`config.mk`:
```
export PLATFORM = sky130hd
export DESIGN_NAME = arm_dbus_responder
export DESIGN_NICKNAME = d
export VERILOG_FILES = /design/src/rtl/arm_mem_pkg.sv /design/src/rtl/tx_fifo.sv /design/src/rtl/arm_dbus_responder.sv
export SDC_FILE = /design/constraint.sdc
export NUM_CORES = 2
export LEC_CHECK = 0
export BUFFER_PORTS_ARGS = -buffer_cell sky130_fd_sc_hd__buf_2
export CAP_MARGIN = 30
export CELL_PAD_IN_SITES_DETAIL_PLACEMENT = 1
export CELL_PAD_IN_SITES_GLOBAL_PLACEMENT = 2
export CORE_MARGIN = 2
export CORE_UTILIZATION = 48
export CTS_BUF_LIST = sky130_fd_sc_hd__clkbuf_4
export DETAILED_ROUTE_END_ITERATION = 10
export MAX_ROUTING_LAYER = met4
export PLACE_DENSITY_LB_ADDON = 0.05
export SLEW_MARGIN = 10
export SYNTH_ARGS = -nofsm -noshare
export SYNTH_HDL_FRONTEND = slang
export SYNTH_SLANG_ARGS = --single-unit
```
`constraint.sdc`:
```
create_clock -name clk -period 4.99 [get_ports clk]
set_clock_uncertainty 0.2 [all_clocks]
set_input_delay 0.998 -clock clk [delete_from_list [all_inputs] [get_ports clk]]
set_output_delay 0.998 -clock clk [all_outputs]
set_load 0.02 [all_outputs]
```
`src/rtl/arm_mem_pkg.sv`:
```
// Shared definitions for the arm core data-bus responder.
// Holds the MMIO page base, the register offsets within that page, the
// STATUS register bit layout and the address-decode helper that maps a
// core address onto one of the responder's targets.
package arm_mem_pkg;

    // Upper half-word that selects the MMIO page
    localparam logic [15:0] MMIO_BASE_HI = 16'hFFFF;

    // Register offsets inside the MMIO page (byte offsets, word aligned)
    localparam logic [7:0] OFF_LED    = 8'h00;
    localparam logic [7:0] OFF_TIMER  = 8'h04;
    localparam logic [7:0] OFF_TXDATA = 8'h08;
    localparam logic [7:0] OFF_STATUS = 8'h0C;

    // STATUS register layout
    localparam int ST_FULL      = 0;
    localparam int ST_EMPTY     = 1;
    localparam int ST_OVF       = 2;
    localparam int ST_COUNT_LSB = 8;
    localparam int ST_COUNT_W   = 4;

    typedef enum logic [2:0] {
        SEL_RAM,
        SEL_LED,
        SEL_TIMER,
        SEL_TX,
        SEL_STATUS,
        SEL_NONE
    } mmio_sel_e;

    // Address decode. Only the page half-word and the word offset matter:
    // byte-lane bits are ignored because the bus is word-only.
    function automatic mmio_sel_e decode_addr(input logic [15:0] page,
                                              input logic [5:0]  word_off);
        mmio_sel_e sel;
        if (page != MMIO_BASE_HI) begin
            sel = SEL_RAM;
        end else begin
            case ({word_off, 2'b00})
                OFF_LED:    sel = SEL_LED;
                OFF_TIMER:  sel = SEL_TIMER;
                OFF_TXDATA: sel = SEL_TX;
                OFF_STATUS: sel = SEL_STATUS;
                default:    sel = SEL_NONE;
            endcase
        end
        return sel;
    endfunction

endpackage

```
`src/rtl/tx_fifo.sv`:
```
// Byte FIFO feeding the TX valid/ready stream.
// Ports:
//   clk, reset            clock and synchronous active-high reset
//   push, push_data       enqueue request and byte
//   pop                   dequeue request (ignored when empty)
//   pop_data              head byte, combinational from storage
//   full, empty, count    occupancy flags and entry count (0..DEPTH)
// A push while full is dropped unless a pop happens on the same edge, in
// which case both take effect and the count is unchanged. Reset empties the
// queue by clearing pointers; storage contents are left alone.
module tx_fifo #(
    parameter int DEPTH = 8,
    parameter int W     = 8,
    parameter int CW    = $clog2(DEPTH + 1)
) (
    input  logic          clk,
    input  logic          reset,
    input  logic          push,
    input  logic [W-1:0]  push_data,
    input  logic          pop,
    output logic [W-1:0]  pop_data,
    output logic          full,
    output logic          empty,
    output logic [CW-1:0] count
);

    localparam int AW = $clog2(DEPTH);

    logic [W-1:0]  mem [DEPTH];
    logic [AW-1:0] wr_ptr;
    logic [AW-1:0] rd_ptr;
    logic          do_push;
    logic          do_pop;

    assign full     = (count == CW'(DEPTH));
    assign empty    = (count == '0);
    assign pop_data = mem[rd_ptr];

    // A pop frees a slot on the same edge, so a full FIFO may still accept
    // a push when the consumer is draining it.
    assign do_pop  = pop && !empty;
    assign do_push = push && (!full || do_pop);

    // Storage is not reset; only the pointers define what is valid.
    always_ff @(posedge clk) begin
        if (!reset && do_push) begin
            mem[wr_ptr] <= push_data;
        end
    end

    // Pointer and occupancy bookkeeping; DEPTH is a power of two so the
    // pointers wrap naturally.
    always_ff @(posedge clk) begin
        if (reset) begin
            wr_ptr <= '0;
            rd_ptr <= '0;
            count  <= '0;
        end else begin
            if (do_push) begin
                wr_ptr <= wr_ptr + AW'(1);
            end
            if (do_pop) begin
                rd_ptr <= rd_ptr + AW'(1);
            end
            case ({do_push, do_pop})
                2'b10:   count <= count + CW'(1);
                2'b01:   count <= count - CW'(1);
                default: count <= count;
            endcase
        end
    end

endmodule

```
`src/rtl/arm_dbus_responder.sv`:
```
// Memory end of the single-cycle arm core's data port.
// Word RAM plus an MMIO page (0xFFFF_xxxx) with an LED register, a
// free-running timer, a TX byte FIFO and its STATUS register.
// Ports:
//   clk, reset             clock and synchronous active-high reset
//   MemWrite               store strobe, committed at the clock edge
//   ALUResult              byte address from the core
//   WriteData              store data from the core
//   ReadData               load data, combinational from ALUResult
//   tx_data, tx_valid      FIFO head byte and non-empty flag
//   tx_ready               consumer accepts the head on tx_valid && tx_ready
//   leds                   LED register contents
module arm_dbus_responder
    import arm_mem_pkg::*;
#(
    parameter int RAM_AW     = 6,
    parameter int FIFO_DEPTH = 8,
    parameter int LED_W      = 8
) (
    input  logic              clk,
    input  logic              reset,
    input  logic              MemWrite,
    input  logic [31:0]       ALUResult,
    input  logic [31:0]       WriteData,
    output logic [31:0]       ReadData,
    output logic [7:0]        tx_data,
    output logic              tx_valid,
    input  logic              tx_ready,
    output logic [LED_W-1:0]  leds
);

    localparam int CNT_W = $clog2(FIFO_DEPTH + 1);

    mmio_sel_e         sel;
    logic              wr_en;
    logic [RAM_AW-1:0] ram_idx;
    logic [31:0]       ram [2**RAM_AW];
    logic [LED_W-1:0]  led_q;
    logic [31:0]       timer_q;
    logic              ovf_q;
    logic              fifo_push;
    logic              fifo_pop;
    logic              fifo_full;
    logic              fifo_empty;
    logic [CNT_W-1:0]  fifo_count;
    logic [31:0]       status_word;
    logic              unused_addr_bits;

    // Bits 15:8 of an MMIO address and the byte lane never affect decode.
    assign unused_addr_bits = &{1'b0, ALUResult[15:8], ALUResult[1:0]};

    assign sel     = decode_addr(ALUResult[31:16], ALUResult[7:2]);
    assign ram_idx = ALUResult[RAM_AW+1:2];

    // Stores issued during a reset cycle are discarded everywhere.
    assign wr_en = MemWrite && !reset;

    assign fifo_push = wr_en && (sel == SEL_TX);
    assign fifo_pop  = tx_valid && tx_ready;
    assign tx_valid  = !fifo_empty;
    assign leds      = led_q;

    tx_fifo #(
        .DEPTH (FIFO_DEPTH),
        .W     (8),
        .CW    (CNT_W)
    ) u_tx_fifo (
        .clk       (clk),
        .reset     (reset),
        .push      (fifo_push),
        .push_data (WriteData[7:0]),
        .pop       (fifo_pop),
        .pop_data  (tx_data),
        .full      (fifo_full),
        .empty     (fifo_empty),
        .count     (fifo_count)
    );

    // RAM write port. No reset so the array can map onto block memory;
    // upper RAM address bits alias onto the same words.
    always_ff @(posedge clk) begin
        if (wr_en && (sel == SEL_RAM)) begin
            ram[ram_idx] <= WriteData;
        end
    end

    // LED register
    always_ff @(posedge clk) begin
        if (reset) begin
            led_q <= '0;
        end else if (wr_en && (sel == SEL_LED)) begin
            led_q <= WriteData[LED_W-1:0];
        end
    end

    // Free-running timer. A store replaces the increment but still counts
    // the write cycle, so the next load sees WriteData + 1.
    always_ff @(posedge clk) begin
        if (reset) begin
            timer_q <= '0;
        end else if (wr_en && (sel == SEL_TIMER)) begin
            timer_q <= WriteData + 32'd1;
        end else begin
            timer_q <= timer_q + 32'd1;
        end
    end

    // Sticky overflow: set only when a push is dropped (full with no pop
    // on the same edge), cleared by writing 1 to its STATUS bit.
    always_ff @(posedge clk) begin
        if (reset) begin
            ovf_q <= 1'b0;
        end else if (fifo_push && fifo_full && !fifo_pop) begin
            ovf_q <= 1'b1;
        end else if (wr_en && (sel == SEL_STATUS) && WriteData[ST_OVF]) begin
            ovf_q <= 1'b0;
        end
    end

    // STATUS register image
    always_comb begin
        status_word                                 = '0;
        status_word[ST_FULL]                        = fifo_full;
        status_word[ST_EMPTY]                       = fifo_empty;
        status_word[ST_OVF]                         = ovf_q;
        status_word[ST_COUNT_LSB +: ST_COUNT_W]     = ST_COUNT_W'(fifo_count);
    end

    // Combinational load mux; a load in a store cycle sees the old value
    // because all state updates land on the clock edge.
    always_comb begin
        ReadData = '0;
        case (sel)
            SEL_RAM:    ReadData = ram[ram_idx];
            SEL_LED:    ReadData = 32'(led_q);
            SEL_TIMER:  ReadData = timer_q;
            SEL_STATUS: ReadData = status_word;
            default:    ReadData = '0;
        endcase
    end

endmodule

```
Yosys cells after proc, flatten, opt, wreduce, memory -nomap -nowiden
Memories as Yosys holds them, arrays and structs flattened. A register that Yosys moved wholly into a read port is not among the register bits.
Index checks and enable logic that the tools add are counted.
{ "totals": {"inputBits": 68, "ff_bits": 51, "wordCells": 61, "ram_bits": 2112, "memories": 2, "out_inout_bits": 49} }
{ "mem_list": {"columns": ["name", "words", "word_bits", "rd", "rd_clocked_by_memory_dff", "write_ports", "line", "rtl"], "rows": [
  ["ram", 64, 32, 1, 0, 1, "arm_dbus_responder.sv:37", "logic [31:0] ram [2**RAM_AW];"],
  ["u_tx_fifo.mem", 8, 8, 1, 1, 1, "tx_fifo.sv:29", "logic [W-1:0] mem [DEPTH];"]
]} }
{ "classes": {"reduce_logical": 23, "muxes": 13, "addsub": 6, "eq_ne": 11} }
{ "ops": {"columns": ["operator", "n"], "rows": [
  ["case mux 32 bit (4 select lines)", 1],
  ["adder 32 x 1 -> 32 bit (second input constant)", 2],
  ["2-to-1 mux 32 bit", 1],
  ["!= test 16 bit (second input constant)", 1],
  ["logical AND 1 bit", 13],
  ["equality test 6 x 2 -> 1 bit (second input constant)", 2],
  ["case mux 3 bit (4 select lines)", 1],
  ["2-to-1 mux 3 bit", 3],
  ["case mux 4 bit (2 select lines)", 1],
  ["adder 3 x 1 -> 3 bit (second input constant)", 2],
  ["equality test 3 x 2 -> 1 bit (second input constant)", 2],
  ["equality test 6 x 1 -> 1 bit (second input constant)", 1],
  ["zero test 6 bit", 1],
  ["2-to-1 mux 1 bit", 6],
  ["adder 4 x 1 -> 4 bit (second input constant)", 1],
  ["equality test 4 bit (second input constant)", 1],
  ["zero test 1 bit", 4],
  ["zero test 4 bit", 1],
  ["nonzero test 2 bit", 2],
  ["subtractor 4 x 1 -> 4 bit (second input constant)", 1],
  ["equality test 3 x 1 -> 1 bit (second input constant)", 1],
  ["equality test 3 bit (second input constant)", 1],
  ["zero test 3 bit", 1],
  ["equality test 2 x 1 -> 1 bit (second input constant)", 1],
  ["other kinds (2)", 2]
]} }

Depth between registers and ports, before layout
{ "depth": {"depth_word": 9, "ltp_mapped": 16, "ltp_nobuf": 12} }

Hierarchy
A second synthesis with hierarchy kept.
{ "hier_totals": {"cells_unflattened": 4740, "area_unflattened_um2": 82774.4} }
{ "modules_own_cells": {"columns": ["module", "cells_per_inst", "instances", "area_per_inst_um2", "seq_area_each_um2"], "rows": [
  ["arm_dbus_responder", 4561, 1, 79593.8, 62319.8],
  ["tx_fifo", 179, 1, 3180.6, 2182.1]
]} }

Least setup slack after synthesis
OpenSTA, ideal clock, no wires.
{ "synth_path": {"path_type": "input to register", "startpoint": "input port ALUResult[4]", "endpoint": "memory ram[12][0], enable pin", "n_path_buf": 6, "setup_ps": 421, "path_slack_ps": 489, "arrival_time_ps": 3880, "required_ps": 4369, "cell_stages": 8, "cell_sequence": "buf_6 buf_2 buf_2 buf_2 buf_2 buf_1 nand3_1 nor2_1"} }
{ "synth_between": {"elab_chain_cells": 7, "word_cells_on_any_way": 10, "cone_classes": "eq/ne: 3; mux: 4; reduce/logical: 3"} }
{ "synth_rtl": {"columns": ["element", "line", "rtl"], "rows": [
  ["from (decl)", "arm_dbus_responder.sv:23", "input logic [31:0] ALUResult,"],
  ["equality test 6 x 2 -> 1 bit (tied with other cells)", "arm_mem_pkg.sv:40", "case ({word_off, 2'b00})"],
  ["case mux 3 bit (4 select lines)", "arm_mem_pkg.sv:40", null],
  ["2-to-1 mux 3 bit", "arm_mem_pkg.sv:37", "if (page != MMIO_BASE_HI) begin"],
  ["zero test 3 bit", "arm_dbus_responder.sv:82", "if (wr_en && (sel == SEL_RAM)) begin"],
  ["logical AND 1 bit", "arm_dbus_responder.sv:82", null],
  ["2-to-1 mux 1 bit", "arm_dbus_responder.sv:82", null],
  ["2-to-1 mux 1 bit (not written as such)", "arm_dbus_responder.sv:83", "ram[ram_idx] <= WriteData;"],
  ["to (decl)", "arm_dbus_responder.sv:37", null]
]} }
Several ways; a longest one is shown, not always the timed one.

Worst setup path in the final report
{ "layout_path": {"startpoint": "input port ALUResult[3]", "endpoint": "output port ReadData[29]"} }
{ "layout_between": {"elab_chain_cells": 5, "word_cells_on_any_way": 12, "cone_classes": "eq/ne: 6; mux: 3; reduce/logical: 2; memory: 1"} }
{ "layout_rtl": {"columns": ["element", "line", "rtl"], "rows": [
  ["equality test 6 x 2 -> 1 bit (tied with other cells)", "arm_mem_pkg.sv:40", null],
  ["case mux 3 bit (4 select lines)", "arm_mem_pkg.sv:40", null],
  ["2-to-1 mux 3 bit", "arm_mem_pkg.sv:37", null],
  ["equality test 3 bit (tied with other cells)", "arm_dbus_responder.sv:133", "case (sel)"],
  ["case mux 32 bit (4 select lines) *", "arm_dbus_responder.sv:133", null],
  ["to (decl)", "arm_dbus_responder.sv:25", "output logic [31:0] ReadData,"]
]} }
Every way passes the cells marked *; elsewhere a longest branch is shown, timed or not.

==> summary.txt <==
Outcome
  – Status: finished, violations left
  – Failing checks: negative setup slack

Synth
  – Synth area leaders: edfxtp_1 (75%), mux4_2 (4.0%), mux2i_1 (2.7%)
  – Mean Syn Cell Area: 17.6 um2
  – Synth Cell Area: 84,800 um2
  – Synth Instances: 4,820
  – Synth Net Count: 4,895
  – Top-area cell type share of the netlist area: 74.8%
  – Top_reg_cell synth: edfxtp_1
  – Yosys cell types: 85
  – Most frequent cell after synthesis: edfxtp_1
  – Warnings, synthesis: 0
  – Post-synth top cells: edfxtp_1 (2,112), o22ai_1 (268), mux2i_1 (225)
  – Post-synthesis sequential area ratio: 76.0%
  – FFs w/ async S/R, synth: 0%
  – Post-synth EDFFs: 2,112
  – Cell taking the most area after synthesis: edfxtp_1
  – Synthesized flop and latch total: 2,166

Critical path
  – FF-to-FF path depth: 12
  – Crit. End Element: output pin
  – RR Endpoint: u_tx_fifo.count[3]
  – CP max FO: 16
  – Crit path required time: 3.79 ns
  – Startpoint types: primary input
  – Worst R2R Setup Slack: 1.71 ns
  – Critical path type: in -> out
  – Reg-to-reg critical path startpoint: u_tx_fifo.count[1]
  – WP data arrival: 3.86 ns

GRT
  – Initial antenna violation count: 30
  – Aggregate global routing overflow: 0
  – Vias in the first global route: 57.0k
  – GR Util All Layers: 38.9%
  – Largest net degree at the start of global routing: 76
  – First-pass GRT wire length: 465,000 um

Route
  – Drt wl/cell: 39.2 um
  – Initial DRC Count: 8,460
  – Via/cell ratio: 6.56
  – Drt pass-1 iters: 8
  – DRT Wirelength: 341,000 um
  – Via count: 57.1k
  – Antenna-violating nets left: 0
  – # DRC: 0

Floorplanning
  – Placeable Area: 176,000 um2
  – DIE WIDTH: 424 um
  – # rows: 154
  – Die area: 180,000 um2
  – # IOs: 117
  – Die height: 424 um
  – Starting density of the core: 48.2%

Timing
  – Final Hold Fails: 0
  – Max-slew violations: 0
  – Max transition margin: 30.0%
  – Worst-Margin Slew: 1.05 ns
  – Final period util: 101%
  – Fmax: 198 MHz
  – Final setup fails: 4
  – Setup tns final: -0.171 ns
  – Crit path time final: 5.06 ns
  – Setup WS post-layout: -0.0713 ns

Finish
  – Share of cells above drive strength 1: 34.9%
  – # nets final: 6,022
  – Core Util, Final: 57.9%
  – Area grow syn2layout: 20.1%

Clock network
  – Clock tree buffer depth: 4
  – Clock transition at path regs: 0.07 ns
  – H-tree lvl count: 6
  – CTS tree: built
  – Clock latency on the worst-skew pair: 1.43 ns
  – TritonCTS Buffers: 594
  – CTS root buffer: clkbuf_4
  – Sink Count: 2,166

Worst hold path
  – Hold Path Cell Cnt: 2
  – Hold Startpoint: WriteData[24]
  – Worst Hold Class: in -> reg
  – WHS Endpoint: ram[28][24]

Pwr
  – Max IR drop VDD: 0.273 mV
  – Leakage power total: 34.3 nW
  – Pwr Density: 377 nW/um2

Place
  – Detail Placement HPWL: 220,000 um
  – Port Buffers: 106
  – RD Place Congestion: 0.933

Run
  – Max cap viols: 0
## registers in the layout, summed over array words and instances, names as in the netlist, named ones only
register and cells:
leds 8, ovf_q 1, ram 2048, timer_q 32, u_tx_fifo.count 4, u_tx_fifo.mem 64, u_tx_fifo.rd_ptr 3, u_tx_fifo.wr_ptr 3
## placed cells by master (no fill, tap or decap), types with 33 or more instances in the layout
cell type,netlist,final
mux2_2,188,188
o22ai_1,268,266
buf_12,0,113
a21oi_1,115,115
mux2i_1,225,224
nor2_4,1,65
buf_4,29,607
clkinv_1,4,100
mux4_2,149,149
nand3_1,45,44
a221oi_1,51,46
buf_2,118,97
a22oi_1,51,50
nand4_1,33,33
dfxtp_1,54,54
o221ai_1,145,143
clkbuf_4,0,860
nand2_1,155,151
a211oi_1,58,55
o21ai_0,132,122
edfxtp_1,2112,2112
nor2_1,211,144
nor3_1,41,37
## cell families (layout without fill, tap and decap cells)
kind of cell    after synthesis  in the layout  synth area share, %
fa+ha+maj                     7              7                0.112
other cells                   0             19                    0
flops                      2166           2166                 76.0
mux                         562            562                 9.10
xor+xnor                     41             41                0.423
compound gates             1044           1044                 8.70
buf+inv                     344           1861                 1.84
simple gates                656            656                 3.80
## cell type report
cell class	count	area [um2]
repair buffers	850	7710
well taps	2340	2930
flip-flops and latches	2166	64500
diodes	19	47.5
multi-input cells	2310	19600
fillers	16160	74000
clock inverters	126	561
inverters	25	103
clock buffers	860	6460
## metal layers
layer  GRT usage [%]  part of all wire, %  vias up
met5               -                    0        -
li1                -                    -    22498
met2            57.0                   45     3811
met1            51.6                   38    30022
met4            20.6                  5.9        0
met3            7.83                   11      751
## worst max-delay path: stages
cell	delay (ns)
buf_8	0.20
buf_4	0.19
nand2b_4	0.20
buf_12	0.22
buf_4	0.26
o22ai_1	0.12
a211oi_1	0.26
o21ai_0	0.22
buf_4	0.21
a31o_4	0.25
o21ai_1	0.29
buf_4	0.21
buf_2	0.17
## metrics by stage
step	power (W)	instance area [um2]	std cells	hold WS, ns	setup WS [ns]
after floorplan	0.0215	84800	4820	0.250	0.489
after global placement	0.0232	94200	7657	0.260	-0.272
after detailed placement	0.0233	94300	7659	0.283	-0.269
after CTS	0.0386	102000	8670	0.00549	-0.0774
after global routing	0.0396	102000	8691	0.0196	-0.00697
final	0.0385	102000	8696	0.0966	-0.0713
## worst max-delay path by stage
stage | slack, ns | endpoint | start | cells after the start
floorplan | 0.49 | ram[12][0] | ALUResult[4] | 8
global placement | -0.27 | ReadData[25] | ALUResult[2] | 10
detailed placement | -0.27 | ReadData[11] | ALUResult[2] | 10
CTS | -0.08 | ReadData[25] | ram[5][25] | 9
global route | -0.007 | ReadData[5] | ram[45][5] | 9
finish | -0.07 | ReadData[29] | ALUResult[3] | 13
## power breakdown
| group | switching, W | internal, W |
|---|---|---|
| combinational | 0.00200 | 0.000960 |
| clock | 0.00746 | 0.00800 |
| sequential | 0.0000191 | 0.0200 |
## timing repair
| item | CTS | global route |
|---|---|---|
| setup endpoints to repair | 16 | 12 |
| setup buffers | 0 | 5 |
| hold buffers | 24 | 1 |
| hold endpoints to repair | 280 | 8 |
| gates resized for setup | 42 | 16 |
| pin swaps | 7 | 6 |
| cloned | 1 | 0 |
(Power assumes the default switching activity.)
